### config.mk
export PLATFORM = sky130hd
export DESIGN_NAME = serial_pattern_tx
export DESIGN_NICKNAME = d
export VERILOG_FILES = /design/src/rtl/serial_pattern_tx_pkg.sv /design/src/rtl/serial_pattern_tx_bit_period_div.sv /design/src/rtl/serial_pattern_tx.sv
export SDC_FILE = /design/constraint.sdc
export NUM_CORES = 1
export LEC_CHECK = 0
export ABC_AREA = 1
export BUFFER_PORTS_ARGS = -buffer_cell sky130_fd_sc_hd__buf_2
export CORE_ASPECT_RATIO = 2
export CORE_MARGIN = 2
export CORE_UTILIZATION = 45
export DETAILED_ROUTE_END_ITERATION = 16
export PLACE_DENSITY = 0.75
export SLEW_MARGIN = 20
export SYNTH_ARGS = -nofsm -noshare
export SYNTH_HDL_FRONTEND = slang
export SYNTH_SLANG_ARGS = --single-unit
export TNS_END_PERCENT = 100
### constraint.sdc
create_clock -name clk -period 2.1 [get_ports clk]
set_input_delay 0.21 -clock clk [delete_from_list [all_inputs] [get_ports clk]]
set_output_delay 0.21 -clock clk [all_outputs]
set_load 0.01 [all_outputs]
### src/rtl/serial_pattern_tx_pkg.sv
// serial_pattern_tx_pkg
//   Shared definitions for the bit-serial pattern transmitter:
//   FSM state encoding, default geometry and the idle line level.
package serial_pattern_tx_pkg;

  typedef logic [0:0] state_t;

  localparam state_t ST_IDLE  = 1'b0;
  localparam state_t ST_SHIFT = 1'b1;

  localparam int DEF_WIDTH = 16;
  localparam int DEF_CPB   = 1;

  // Level driven on the serial line whenever nothing is being sent.
  localparam logic IDLE_LVL = 1'b0;

endpackage

### src/rtl/serial_pattern_tx_bit_period_div.sv
// bit_period_div
//   Counts 0..CYCLES_PER_BIT-1 while enabled and flags the last cycle of
//   each bit period so the transmitter knows when to advance.
// Ports:
//   i_clk      clock, rising edge
//   i_rst_n    asynchronous reset, active low
//   i_clear    synchronous clear to 0 (wins over i_en)
//   i_en       count enable
//   o_bit_tick one-cycle pulse in the cycle the counter wraps
module bit_period_div #(
  parameter int CYCLES_PER_BIT = 1
) (
  input  logic i_clk,
  input  logic i_rst_n,
  input  logic i_clear,
  input  logic i_en,
  output logic o_bit_tick
);

  localparam int CW = (CYCLES_PER_BIT > 1) ? $clog2(CYCLES_PER_BIT) : 1;
  localparam logic [CW-1:0] LAST = CW'(CYCLES_PER_BIT - 1);

  logic [CW-1:0] r_cnt;
  logic          w_wrap;

  assign w_wrap     = (r_cnt == LAST);
  assign o_bit_tick = i_en & ~i_clear & w_wrap;

  always_ff @(posedge i_clk or negedge i_rst_n) begin
    if (!i_rst_n)     r_cnt <= '0;
    else if (i_clear) r_cnt <= '0;
    else if (i_en)    r_cnt <= w_wrap ? '0 : r_cnt + CW'(1);
  end

endmodule

### src/rtl/serial_pattern_tx.sv
// serial_pattern_tx
//   Loads a WIDTH-bit pattern and shifts it out MSB-first on x, holding each
//   bit CYCLES_PER_BIT clocks. Optionally repeats the pattern back-to-back
//   and reports the number of 0->1 transitions produced by each pass.
// Ports:
//   clk        clock, rising edge
//   rst        asynchronous reset, active low
//   start      begin a pass (ignored while busy or when abort is high)
//   pattern_in pattern, MSB sent first; latched on an accepted start
//   repeat_en  at end of pass, restart the latched pattern with no gap
//   abort      synchronous stop, highest priority after rst
//   x          serial line, idle low
//   busy       high while shifting
//   done       one-cycle pulse at the end of each pass
//   edge_cnt   rising edges on x during the last completed pass
module serial_pattern_tx
  import serial_pattern_tx_pkg::*;
#(
  parameter int WIDTH          = DEF_WIDTH,
  parameter int CYCLES_PER_BIT = DEF_CPB,
  parameter int EDGE_W         = $clog2(WIDTH + 1)
) (
  input  logic              clk,
  input  logic              rst,
  input  logic              start,
  input  logic [WIDTH-1:0]  pattern_in,
  input  logic              repeat_en,
  input  logic              abort,
  output logic              x,
  output logic              busy,
  output logic              done,
  output logic [EDGE_W-1:0] edge_cnt
);

  localparam int IW = (WIDTH > 1) ? $clog2(WIDTH) : 1;
  localparam logic [IW-1:0]     LAST_IDX = IW'(WIDTH - 1);
  localparam logic [EDGE_W-1:0] EC_ONE   = EDGE_W'(1);
  localparam logic [EDGE_W-1:0] EC_ZERO  = '0;

  state_t            r_state;
  logic [WIDTH-1:0]  r_pat;   // latched copy, reloaded on repeat
  logic [WIDTH-1:0]  r_sh;    // bit on the line sits in the MSB
  logic [IW-1:0]     r_idx;
  logic [EDGE_W-1:0] r_run;   // edges seen so far in the current pass
  logic [EDGE_W-1:0] r_edge;
  logic              r_x;
  logic              r_done;

  logic w_tick, w_clr, w_en;
  logic w_next_bit, w_rise, w_first_rise, w_load_rise;

  assign w_en  = (r_state == ST_SHIFT);
  assign w_clr = (r_state == ST_IDLE) | abort;

  bit_period_div #(
    .CYCLES_PER_BIT(CYCLES_PER_BIT)
  ) u_div (
    .i_clk     (clk),
    .i_rst_n   (rst),
    .i_clear   (w_clr),
    .i_en      (w_en),
    .o_bit_tick(w_tick)
  );

  // Rise detection compares the bit about to go out with the level on the
  // line now, so the first bit of a repeated pass sees the prior last bit.
  assign w_next_bit   = r_sh[WIDTH-2];
  assign w_rise       = ~r_x & w_next_bit;
  assign w_first_rise = ~r_x & r_pat[WIDTH-1];
  assign w_load_rise  = (IDLE_LVL == 1'b0) & pattern_in[WIDTH-1];

  always_ff @(posedge clk or negedge rst) begin
    if (!rst) begin
      r_state <= ST_IDLE;
      r_pat   <= '0;
      r_sh    <= '0;
      r_idx   <= '0;
      r_run   <= '0;
      r_edge  <= '0;
      r_x     <= IDLE_LVL;
      r_done  <= 1'b0;
    end else begin
      r_done <= 1'b0;
      case (r_state)
        ST_IDLE: begin
          r_x <= IDLE_LVL;
          if (start && !abort) begin
            r_pat   <= pattern_in;
            r_sh    <= pattern_in;
            r_x     <= pattern_in[WIDTH-1];
            r_idx   <= '0;
            r_run   <= w_load_rise ? EC_ONE : EC_ZERO;
            r_state <= ST_SHIFT;
          end
        end
        default: begin
          if (abort) begin
            r_state <= ST_IDLE;
            r_x     <= IDLE_LVL;
            r_idx   <= '0;
            r_run   <= '0;
          end else if (w_tick) begin
            if (r_idx == LAST_IDX) begin
              r_done <= 1'b1;
              r_edge <= r_run;
              r_idx  <= '0;
              if (repeat_en) begin
                r_sh  <= r_pat;
                r_x   <= r_pat[WIDTH-1];
                r_run <= w_first_rise ? EC_ONE : EC_ZERO;
              end else begin
                r_state <= ST_IDLE;
                r_x     <= IDLE_LVL;
                r_run   <= '0;
              end
            end else begin
              r_idx <= r_idx + IW'(1);
              r_sh  <= {r_sh[WIDTH-2:0], 1'b0};
              r_x   <= w_next_bit;
              if (w_rise) r_run <= r_run + EC_ONE;
            end
          end
        end
      endcase
    end
  end

  assign x        = r_x;
  assign busy     = (r_state == ST_SHIFT);
  assign done     = r_done;
  assign edge_cnt = r_edge;

endmodule
Word level (Yosys, flattened, before mapping)
Cells that the tools add are included.
{ "op_classes": {"bitwise_logic": 10, "addsub": 3, "mul": 0, "shift": 0, "reduce_logical": 9, "eq_ne": 6, "n_mux": 39, "n_div": 0, "n_lt_le_gt_ge": 0} }
{ "ops": {"columns": ["operator", "n"], "rows": [
  ["15-bit two-way mux", 6],
  ["5-bit two-way mux", 6],
  ["1-bit two-way mux", 22],
  ["4-bit two-way mux", 5],
  ["4-bit AND reduction", 2],
  ["5-bit by 1-bit adder with 5-bit output, second input constant", 1],
  ["1-bit NOT", 5],
  ["4-bit by 1-bit adder with 4-bit output, second input constant", 1],
  ["1-bit bitwise AND", 4],
  ["4-bit == test, second input constant", 1],
  ["4-bit by 2-bit != test with 1-bit output, second input constant", 1],
  ["2-bit AND reduction", 2],
  ["2-bit nonzero test", 2],
  ["3-bit by 2-bit != test with 1-bit output, second input constant", 1],
  ["3-bit != test, second input constant", 1],
  ["3-bit AND reduction", 1],
  ["2-bit by 1-bit != test with 1-bit output, second input constant", 1],
  ["2-bit != test, second input constant", 1],
  ["1-bit adder, second input constant", 1],
  ["1-bit logical AND", 1],
  ["1-bit logical NOT", 1],
  ["1-bit bitwise OR", 1]
]} }
{ "word_totals": {"mem_bits_ro": 0, "n_memories": 0, "reg_bits": 49, "latchBits": 0, "output_inout_bits": 8, "ram_bits": 0} }

Depth between registers and ports, before layout
{ "logic_depth": {"ltp_word": 8, "mapped_depth": 10, "depth_no_buf": 8} }

Modules after synthesis
Synthesis repeated with hierarchy kept, for this count alone.
{ "hier_totals": {"cells_unflattened": 346, "hier_area_um2": 2618.8} }
{ "modules_own_cells": {"columns": ["module", "cells_per_inst", "n_inst", "area_per_inst_um2", "seq_area_each_um2"], "rows": [
  ["serial_pattern_tx", 344, 1, 2608.8, 1201.2],
  ["bit_period_div", 2, 1, 10.0, 0.0]
]} }

Least setup slack after synthesis
Ideal clock, no wire load.
{ "synth_path": {"path_type": "reg2reg", "from": "register r_idx[0]", "to": "register r_sh[10]", "stages_incl_launch_ff": 10, "period_less_slack_ns": 1.345, "n_path_buf": 1, "setup_slack_ns": 0.755, "arrival_time_ns": 1.229, "required_time_ns": 1.984, "path_cell_list": "dfrtp_1 ha_1 nand2_2 nor2_8 nand2_4 nand2_4 inv_4 buf_6 nand2_1 nand2_1"} }
{ "synth_via": {"elab_chain_len": 5, "elab_cells_between_ends": 7, "classes_between": "eq/ne (2); mux (4); reduce/logical (1)"} }
{ "synth_lines": {"columns": ["item", "line", "text"], "rows": [
  ["from (decl)", "serial_pattern_tx.sv:43", "logic [IW-1:0] r_idx;"],
  ["from (signal assigned)", "serial_pattern_tx.sv:117", "r_idx <= r_idx + IW'(1);"],
  ["4-bit == test (*)", "serial_pattern_tx.sv:103", "if (r_idx == LAST_IDX) begin"],
  ["15-bit two-way mux", "serial_pattern_tx.sv:103", null],
  ["15-bit two-way mux", "serial_pattern_tx.sv:102", "end else if (w_tick) begin"],
  ["15-bit two-way mux", "serial_pattern_tx.sv:97", "if (abort) begin"],
  ["15-bit two-way mux", "serial_pattern_tx.sv:84", "case (r_state)"],
  ["to (signal assigned)", "serial_pattern_tx.sv:89", "r_sh <= pattern_in;"],
  ["to (signal assigned)", "serial_pattern_tx.sv:108", "r_sh <= r_pat;"],
  ["to (signal assigned)", "serial_pattern_tx.sv:118", "r_sh <= {r_sh[WIDTH-2:0], 1'b0};"],
  ["to (decl)", "serial_pattern_tx.sv:42", "logic [WIDTH-1:0] r_sh;"]
]} }
Mark *: on every way between the ends. The rest lies on a longest branch, timed or not. The select of a mux whose other input is x is not followed.
A chain may end at the register's enable or synchronous reset.

Final worst setup path
Ends and elaborated chain as after synthesis.

==> results.toml <==
[worst_setup_path]
cp.depth = 8
reg2reg_depth = 8
cp_max_fo = 17
crit_path_end_kind = "flip-flop"
critPathLaunchType = "flip-flop"
critPathSlowestCell = "dfrtp_1"
path_buf_inv = 1
path_cells = "ha_1 > nand2_2 > nor2_8 > nand2_4 > nand2_4 > inv_4 > nand2_1 > nand2_1"
critPathCapture = "r_sh[10]$_DFFE_PN0P_"
slowest_delay_ns = 0.39
timing.rr.end = "r_sh[10]$_DFFE_PN0P_"
required_ns = 2.29
arrival_ns = 1.88
reg2reg_from = "r_idx[0]$_DFFE_PN0P_"
crit_family = "simple AND/OR/NAND/NOR gates"
crit_path_start = "r_idx[0]$_DFFE_PN0P_"
critPathKind = "flip-flop to flip-flop"
r2r_slack_ns = 0.41

[logic_synthesis]
yosys_warnings = 0
ys_async_sr_fraction_pct = 100.0
syn_avg_cell_area_um2 = 7.557
synthFlopType = "dfrtp_1"
synth_nets = 347
synthAdderAreaFrac_pct = 1.022
ys_seq_area_share_pct = 49.05
yosys.area_share.simple_pct = 33.83
synth_enable_flop_cells = 0
synth_top_family_by_area = "simple AND/OR/NAND/NOR gates"
ys_ff_latch = 48
synth_mux_area_share_pct = 0
synth-compound-area-share_pct = 5.979
synthDistinctLibCells = 26
synth_area_um2 = 2449
synthXorXnorAreaFrac_pct = 0.7154
synthCells = 324

[detailed_routing]
drtIter0Drc = 74
drc = 0
vias = 2054
avgRoutedWirePerCell_um = 12.19
drt_wl_total_um = 5045
drt_first_pass_iters = 4
final_antenna_net_count = 0
vias_per_cell = 4.961

[layout]
drive_above_1_share_pct = 14.97
fill_cells = 504
syn_to_final_growth_pct = 13.34
regArea_um2 = 1201
multi_input_area_um2 = 1017
fin_cells = 414
layout_commonest_cell = "nand2_1"
mostFrequentLayoutCells = "nand2_1, dfrtp_1, inv_1"
nNetsFinal = 376
antenna_cells = 0

[sta]
max_freq_ghz = 0.5918
skew_ns = 0.01275
period_share_pct = 80.46
period_needed_ns = 1.690
drv_slew = 0
setup_viol = 0
tns_ns = 0
max_slew.worst_pin.slew_ns = 0.4010
hold_viol = 0
max_slew_margin_pct = 73.26
rsz0062_at_grt = "false"

[clocking]
clock_sinks = 48
root_buffer = "clkbuf_8"
cts_tree = "done"
postCtsSetupRepairBufs = 0
clk_latency_ns = 0.30
htreeDepth = 2
clk_pin_slew_ns = 0.09
cts_resized = 0
clk_path_buf_depth = 2
holdBufCountCts = 1
numCtsBuffers = 5

[hold_path]
hold_path.class = "primary input to flip-flop"

[global_route]
grt_pass1_wl_um = 8818
antenna_found_initial = 0
grt_max_degree = 34
first_global_vias = 2013
grt_overflow = 0
track_usage_pct = 17.94

[power_and_ir_drop]
powerDensity_nw_per_um2 = 804.9
swShare_pct = 27.69
pwr-share-comb_pct = 17.2
p_sw_uw = 618.6
p_int_mw = 1.615
peakVddDrop_mv = 0.6413
clkPwrFrac_pct = 32.4
seqPwrFrac_pct = 50.4
p_leak_nw = 1.577

[run]
drv_cap = 0

[place]
placement.io_buffers = 28
dp_hpwl_um = 3436
placed_cells = 405
gp_congestion = 0.8545

[die]
start_util_pct = 45.98
num_io_pins = 29
fp.dieH_um = 108.3
die_w_um = 56.16
fp.dieArea_um2 = 6083
rows = 38
core_um2 = 5325

[outcome]
status = "complete, no violations"
kinds of logic after synthesis:
family | count (synthesis)
adder cells (fa/ha/maj) | 2
flip-flops | 48
buffers and inverters | 52
AND/OR/NAND/NOR | 192
AO/OA/AOI/OAI | 28
XOR/XNOR | 2
flip-flops by register name, summed over array words and instances, names as in the netlist:
name	flops
r_idx	4
busy	1
r_pat	16
r_run	5
x	1
edge_cnt	5
done	1
r_sh	15
per-layer routing:
layer	global-route usage, %	up-vias	wire length [µm]
met5	0	-	0
li1	-	1047	-
met4	9.184	0	141
met3	3.230	14	215
met1	21.79	929	2223
met2	30.08	64	2465
area by class of cell:
class	count	area share, %
Sequential cell	48	43.28
Multi-Input combinational cell	224	36.65
Timing Repair Buffer	34	7.214
Inverter	40	5.591
Clock buffer	7	3.472
Tap cell	60	2.705
Clock inverter	1	1.082
worst min-delay path by stage:
stage | startpoint | endpoint | slack, ns | cells past startpoint
floorplan | rst | busy$_DFF_PN0_ | -0.09 | 0
global placement | rst | r_pat[9]$_DFFE_PN0P_ | 0.15 | 1
detailed placement | rst | r_pat[9]$_DFFE_PN0P_ | 0.16 | 1
CTS | pattern_in[2] | r_pat[2]$_DFFE_PN0P_ | 0.12 | 3
global route | pattern_in[8] | r_pat[8]$_DFFE_PN0P_ | 0.13 | 3
finish | pattern_in[7] | r_pat[7]$_DFFE_PN0P_ | 0.13 | 3
worst min-delay path, cell delays in order:
cell,delay [ns]
buf_2,0.09
nand2_1,0.04
o21ai_0,0.05
metrics by stage:
step | worst slack [ns] | hold WS [ns] | utilization [%] | instance area (µm²) | total power [mW]
after CTS | 0.4345 | 0.1239 | 52.11 | 2775 | 2.251
after global placement | 0.5694 | 0.1522 | 49.55 | 2639 | 1.501
final | 0.4104 | 0.1271 | 52.11 | 2775 | 2.234
after global routing | 0.2993 | 0.1339 | 52.11 | 2775 | 2.351
after floorplan | 0.7550 | -0.08559 | - | 2449 | 1.403
after detailed placement | 0.4588 | 0.1577 | 49.55 | 2639 | 1.524
power groups by stage:
stage	Combinational [mW]	Clock, mW	Sequential (mW)
detailed placement	0.380	0	1.14
finish	0.384	0.724	1.13
global route	0.448	0.761	1.14
global placement	0.364	0	1.14
floorplan	0.279	0	1.12
CTS	0.388	0.737	1.13
cells in the mapped netlist, types with 3 or more instances:
library cell    n  share of area (%)
nand2_1       148                 23
dfrtp_1        48                 49
inv_1          37                5.7
nand3_1        27                5.5
o21ai_0        24                4.9
buf_2           6                1.2
nor2_1          6               0.92
nand2_2         3               0.77
Note: power is estimated with default switching activity, not from simulation.
